File: src/rtl/gcd_datapath.sv
// GCD operand/subtract/compare datapath with registered result; result_valid rises one clock after done rises, no backpressure.
// Optional iteration counter port iter_count is enabled by defining GCD_ITER_COUNT_EN.
module gcd_datapath #(
  parameter int unsigned WIDTH = 8,
  parameter int unsigned CNT_W = 8
) (
  input  logic             clk,
  input  logic             rst,
  input  logic [WIDTH-1:0] din,
  input  logic             xload,
  input  logic             yload,
  input  logic             xhold,
  input  logic             yhold,
  input  logic             done,
  output logic             x_eq_y,
  output logic             x_gt_y,
  output logic [WIDTH-1:0] gcd_out,
  output logic             result_valid,
  output logic             zero_op
`ifdef GCD_ITER_COUNT_EN
  ,
  output logic [CNT_W-1:0] iter_count
`endif
);

  logic [WIDTH-1:0] x_q, x_d;
  logic [WIDTH-1:0] y_q, y_d;
  logic [WIDTH-1:0] gcd_q, gcd_d;
  logic             valid_q, valid_d;
  logic             zop_q, zop_d;
  logic             done_q;

  logic zero;
  logic x_ld, y_ld;
  logic x_sub, y_sub;
  logic done_rise;

  assign zero   = (x_q == '0) | (y_q == '0);
  assign x_eq_y = (x_q == y_q) | zero;
  assign x_gt_y = (x_q > y_q) & ~zero;

  // The x_eq_y guard keeps the controller's final compare cycle from zeroing Y.
  assign x_ld  = ~xhold & ~xload;
  assign y_ld  = ~yhold & ~yload;
  assign x_sub = xhold & xload & ~yload & ~x_eq_y;
  assign y_sub = yhold & yload & ~xload & ~x_eq_y;

  assign done_rise = done & ~done_q;

  always_comb begin
    x_d = x_q;
    if (x_ld) begin
      x_d = din;
    end else if (x_sub) begin
      x_d = x_q - y_q;
    end
  end

  always_comb begin
    y_d = y_q;
    if (y_ld) begin
      y_d = din;
    end else if (y_sub) begin
      y_d = y_q - x_q;
    end
  end

  // Capture outranks the clear when a new load coincides with done rising.
  always_comb begin
    gcd_d   = gcd_q;
    valid_d = valid_q;
    zop_d   = zop_q;
    if (done_rise) begin
      gcd_d   = x_q | y_q;
      valid_d = 1'b1;
      zop_d   = zero;
    end else if (!xhold) begin
      valid_d = 1'b0;
      zop_d   = 1'b0;
    end
  end

  always_ff @(posedge clk or negedge rst) begin
    if (!rst) begin
      x_q     <= '0;
      y_q     <= '0;
      gcd_q   <= '0;
      valid_q <= 1'b0;
      zop_q   <= 1'b0;
      done_q  <= 1'b0;
    end else begin
      x_q     <= x_d;
      y_q     <= y_d;
      gcd_q   <= gcd_d;
      valid_q <= valid_d;
      zop_q   <= zop_d;
      done_q  <= done;
    end
  end

  assign gcd_out      = gcd_q;
  assign result_valid = valid_q;
  assign zero_op      = zop_q;

`ifdef GCD_ITER_COUNT_EN
  logic [CNT_W-1:0] cnt_q, cnt_d;

  // Saturating; frozen while a result is being presented.
  always_comb begin
    cnt_d = cnt_q;
    if (x_ld) begin
      cnt_d = '0;
    end else if (!valid_q && (x_sub || y_sub) && (cnt_q != {CNT_W{1'b1}})) begin
      cnt_d = cnt_q + {{(CNT_W-1){1'b0}}, 1'b1};
    end
  end

  always_ff @(posedge clk or negedge rst) begin
    if (!rst) begin
      cnt_q <= '0;
    end else begin
      cnt_q <= cnt_d;
    end
  end

  assign iter_count = cnt_q;
`endif

endmodule

File: config.mk
export PLATFORM = sky130hd
export DESIGN_NAME = gcd_datapath
export DESIGN_NICKNAME = d
export VERILOG_FILES = /design/src/rtl/gcd_datapath.sv
export SDC_FILE = /design/constraint.sdc
export NUM_CORES = 1
export LEC_CHECK = 0
export ABC_AREA = 0
export BUFFER_PORTS_ARGS = -buffer_cell sky130_fd_sc_hd__buf_2
export CAP_MARGIN = 0
export CORE_ASPECT_RATIO = 1.5
export CORE_MARGIN = 4
export CORE_UTILIZATION = 30
export DETAILED_ROUTE_END_ITERATION = 10
export PLACE_DENSITY_LB_ADDON = 0.2
export SLEW_MARGIN = 0
export SYNTH_ARGS = -nofsm -noshare
export SYNTH_HDL_FRONTEND = slang
export SYNTH_SLANG_ARGS = --single-unit
File: constraint.sdc
create_clock -name clk -period 2.7 [get_ports clk]
set_input_delay 0.27 -clock clk [delete_from_list [all_inputs] [get_ports clk]]
set_output_delay 0.27 -clock clk [all_outputs]
set_load 0.02 [all_outputs]
==> flow_summary_export.csv <==
group,metric,value,unit
status,status,"finished, violations left",
status,violations,"hold timing",
grt,grt_pass1_vias,1769,
placed_design,placed_area,0.00227,mm2
finish,layout.nets,290,
timing,finalSetupViolCount,0,
timing,slew_viol_final,0,
grt,overflow,0,
grt,grt_antenna_before_repair,0,
placed_design,dp_hpwl,4.67,mm
synth,ys_ff_latch,27,
pwr,ir_drop,0.289,mV
floorplan,die_h,109,um
synth,synth_area_leader_cell,"dfrtp_1",
timing,finalClockSkew,0.00236,ns
timing,fin_crit,2.52,ns
critical_path,start_kind,"flip-flop",
cts,cts.sinks,27,
finish,syn_to_final_growth,15.6,%
critical_path,rr_startpoint,"y_q[2]",
critical_path,end_kind,"output port",
timing,finalCritPeriodShare,93.5,%
detailed_routing,antenna_left,0,
finish,postLayoutCellArea,0.00234,mm2
critical_path,crit_path_start,"x_q[5]",
timing,tns,0,ns
critical_path,crit_family,"simple AND/OR/NAND/NOR gates",
timing,slew_headroom,57.4,%
critical_path,path_cells,"inv_1 -> ha_2 -> nor4_1 -> buf_4 -> nand2_1 -> and3b_4 -> clkinv_4 -> nor3_1 -> buf_2",
synth,synth_area_per_cell,9.17,um2
floorplan,initial_core_util,31.0,%
detailed_routing,num_vias,1749,
cts,clkLatencyLatePin,0.28,ns
cts,cts_root_buf,"clkbuf_8",
hold_path,min_path_type,"in -> async",
pwr,power.density,1240,mW/mm2
floorplan,die-area,0.00816,mm2
detailed_routing,via_per_inst,5.38,
placed_design,numPortBuffers,26,
detailed_routing,routed_wl,5.86,mm
grt,track_usage,15.2,%
finish,multi_input_area,0.00125,mm2
finish,fill_cells,690,
synth,ys_top_cells_by_area,"dfrtp_1 (33%), ha_1 (14%), nand2_1 (4.8%), inv_1 (3.9%), nor3_1 (2.7%)",
critical_path,cpPeakStageDelay,0.44,ns
critical_path,path_class,"reg -> out",
timing,grt_setup_unrepaired,"false",
synth,netlist_top_cells_count,"dfrtp_1 (27), nand2_1 (26), ha_1 (23)",
critical_path,critPathMaxFanout,9,
timing,fmax,396,MHz
detailed_routing,initialDrtViolationCount,124,
grt,grt_max_degree,28,
cts,holdBufCountCts,0,
finish,regArea,676,um2
cts,cts_tree,"built",
critical_path,cp_data_arrival_time,2.25,ns
pwr,power.leakage,1.07,nW
detailed_routing,wire_per_inst,18.0,um
synth,synth_top_area_share,33.3,%
detailed_routing,first_pass_iters,4,
finish,antenna_cells,0,
grt,grt_pass1_wl,9.32,mm
finish,drive_gt1_share,18.5,%
synth,synth_edf_count,0,
synth,synthesis.nets,261,
floorplan,io_pins,27,
run,drv_cap,0,
placed_design,pre_cts_slack,0.123,ns
floorplan,fp.coreArea,0.00653,mm2
synth,synthFlopType,"dfrtp_1",
synth,ys_types,44,
critical_path,critPathRequiredTime,2.43,ns
synth,syn_area,0.00203,mm2
critical_path,crit_buf_inv,4,
timing,hold_ws,-0.00520,ns
timing,timing_hold_violations_final,6,
cts,clockBufferDepth,2,
synth,synth.most_common_cell,"dfrtp_1",
cts,htree_levels,1,
synth,synthArstFlopShare,100,%
synth,synth_seq_area_share,33.3,%
placed_design,place.gp.congestion,0.822,
floorplan,die_width,75.1,um
cts,cts_made_buffers,3,
detailed_routing,route.detailed.drc,0,
timing,setup_slack,0.176,ns
cts,clkSlewWorstSetupHoldPaths,0.10,ns
synth,yosys_warnings,0,
synth,netlist_instances,221,
timing,tightest_slew,0.639,ns
floorplan,rows,36,
critical_path,cp_slowest_cell,"dfrtp_1",
==> sequential cells by signal, summed over array words and instances, names as in the netlist <==
signal,cells
done_q,1
gcd_out,8
result_valid,1
x_q,8
y_q,8
zero_op,1
==> final cells by class <==
type / count / share of cell area, %
clock buffers: 4 / 1.92
inverters: 22 / 3.74
repair buffers: 32 / 8.01
multi-input cells: 164 / 53.4
flip-flops and latches: 27 / 28.8
well taps: 76 / 4.06
==> where the power goes <==
group	internal, mW	switching [mW]	total [mW]
logic	0.859	1.12	1.98
registers	0.540	0.141	0.681
clock network	0.106	0.138	0.244
total	1.51	1.40	2.91
==> kinds of logic after synthesis <==
group	synth area share, %
flops	33.3
buf+inv	6.24
fa+ha+maj	16.2
xor+xnor	3.46
simple gates	22.8
compound gates	18.0
==> cells in the final DEF, fill, tap and decap left out, drive strengths merged, types with 2 or more instances in the layout <==
cell	Yosys	routed
o221a	2	2
o221ai	6	6
a221oi	3	3
nand3	3	3
ha	23	23
clkbuf	3	4
o311ai	3	3
a21oi	4	4
nor4b	3	3
nor2	10	10
nand2	26	26
and3b	2	2
a211oi	5	5
xor2	2	2
a2111oi	2	2
a221o	5	5
nand2b	5	5
o21ai	10	10
and3	2	2
fa	2	2
a211o	2	2
or4	5	5
or3	4	4
nor2b	3	3
nor3	11	11
xnor2	6	6
inv	21	21
and2	4	4
nor4	4	4
buf	5	32
dfrtp	27	27
==> per-layer routing <==
layer | wire length (um) | GRT usage [%]
met5 | 0 | 0
met4 | 146 | 5.73
met3 | 163 | 1.11
met2 | 3160 | 27.7
met1 | 2390 | 18.0
==> worst paths after layout <==
kind	endpoint	slack (ns)	cells after the start
max	x_gt_y	0.18	9
min	x_q[4]	-0.005	1
max reg2reg	x_q[5]	0.40	7
min reg2reg	gcd_out[1]	0.48	2
max in group asynchronous	zero_op	2.28	1
min in group clk	done_q	0.10	1
==> stage by stage <==
| stage | std cells | utilization, % | total power, mW |
|---|---|---|---|
| floorplan | 221 | - | 2.06 |
| global placement | 321 | 34.8 | 2.61 |
| detailed placement | 321 | 34.8 | 2.60 |
| CTS | 325 | 35.5 | 2.86 |
| global route | 325 | 35.9 | 3.15 |
| finish | 325 | 35.9 | 2.91 |
==> repair_timing <==
action / CTS / global route
gates resized for setup: 1 / 6
setup endpoints to repair: 1 / 1
cloned: 0 / 0
buffers inserted: 0 / 0
No activity file was read; power rests on OpenSTA's default activity.
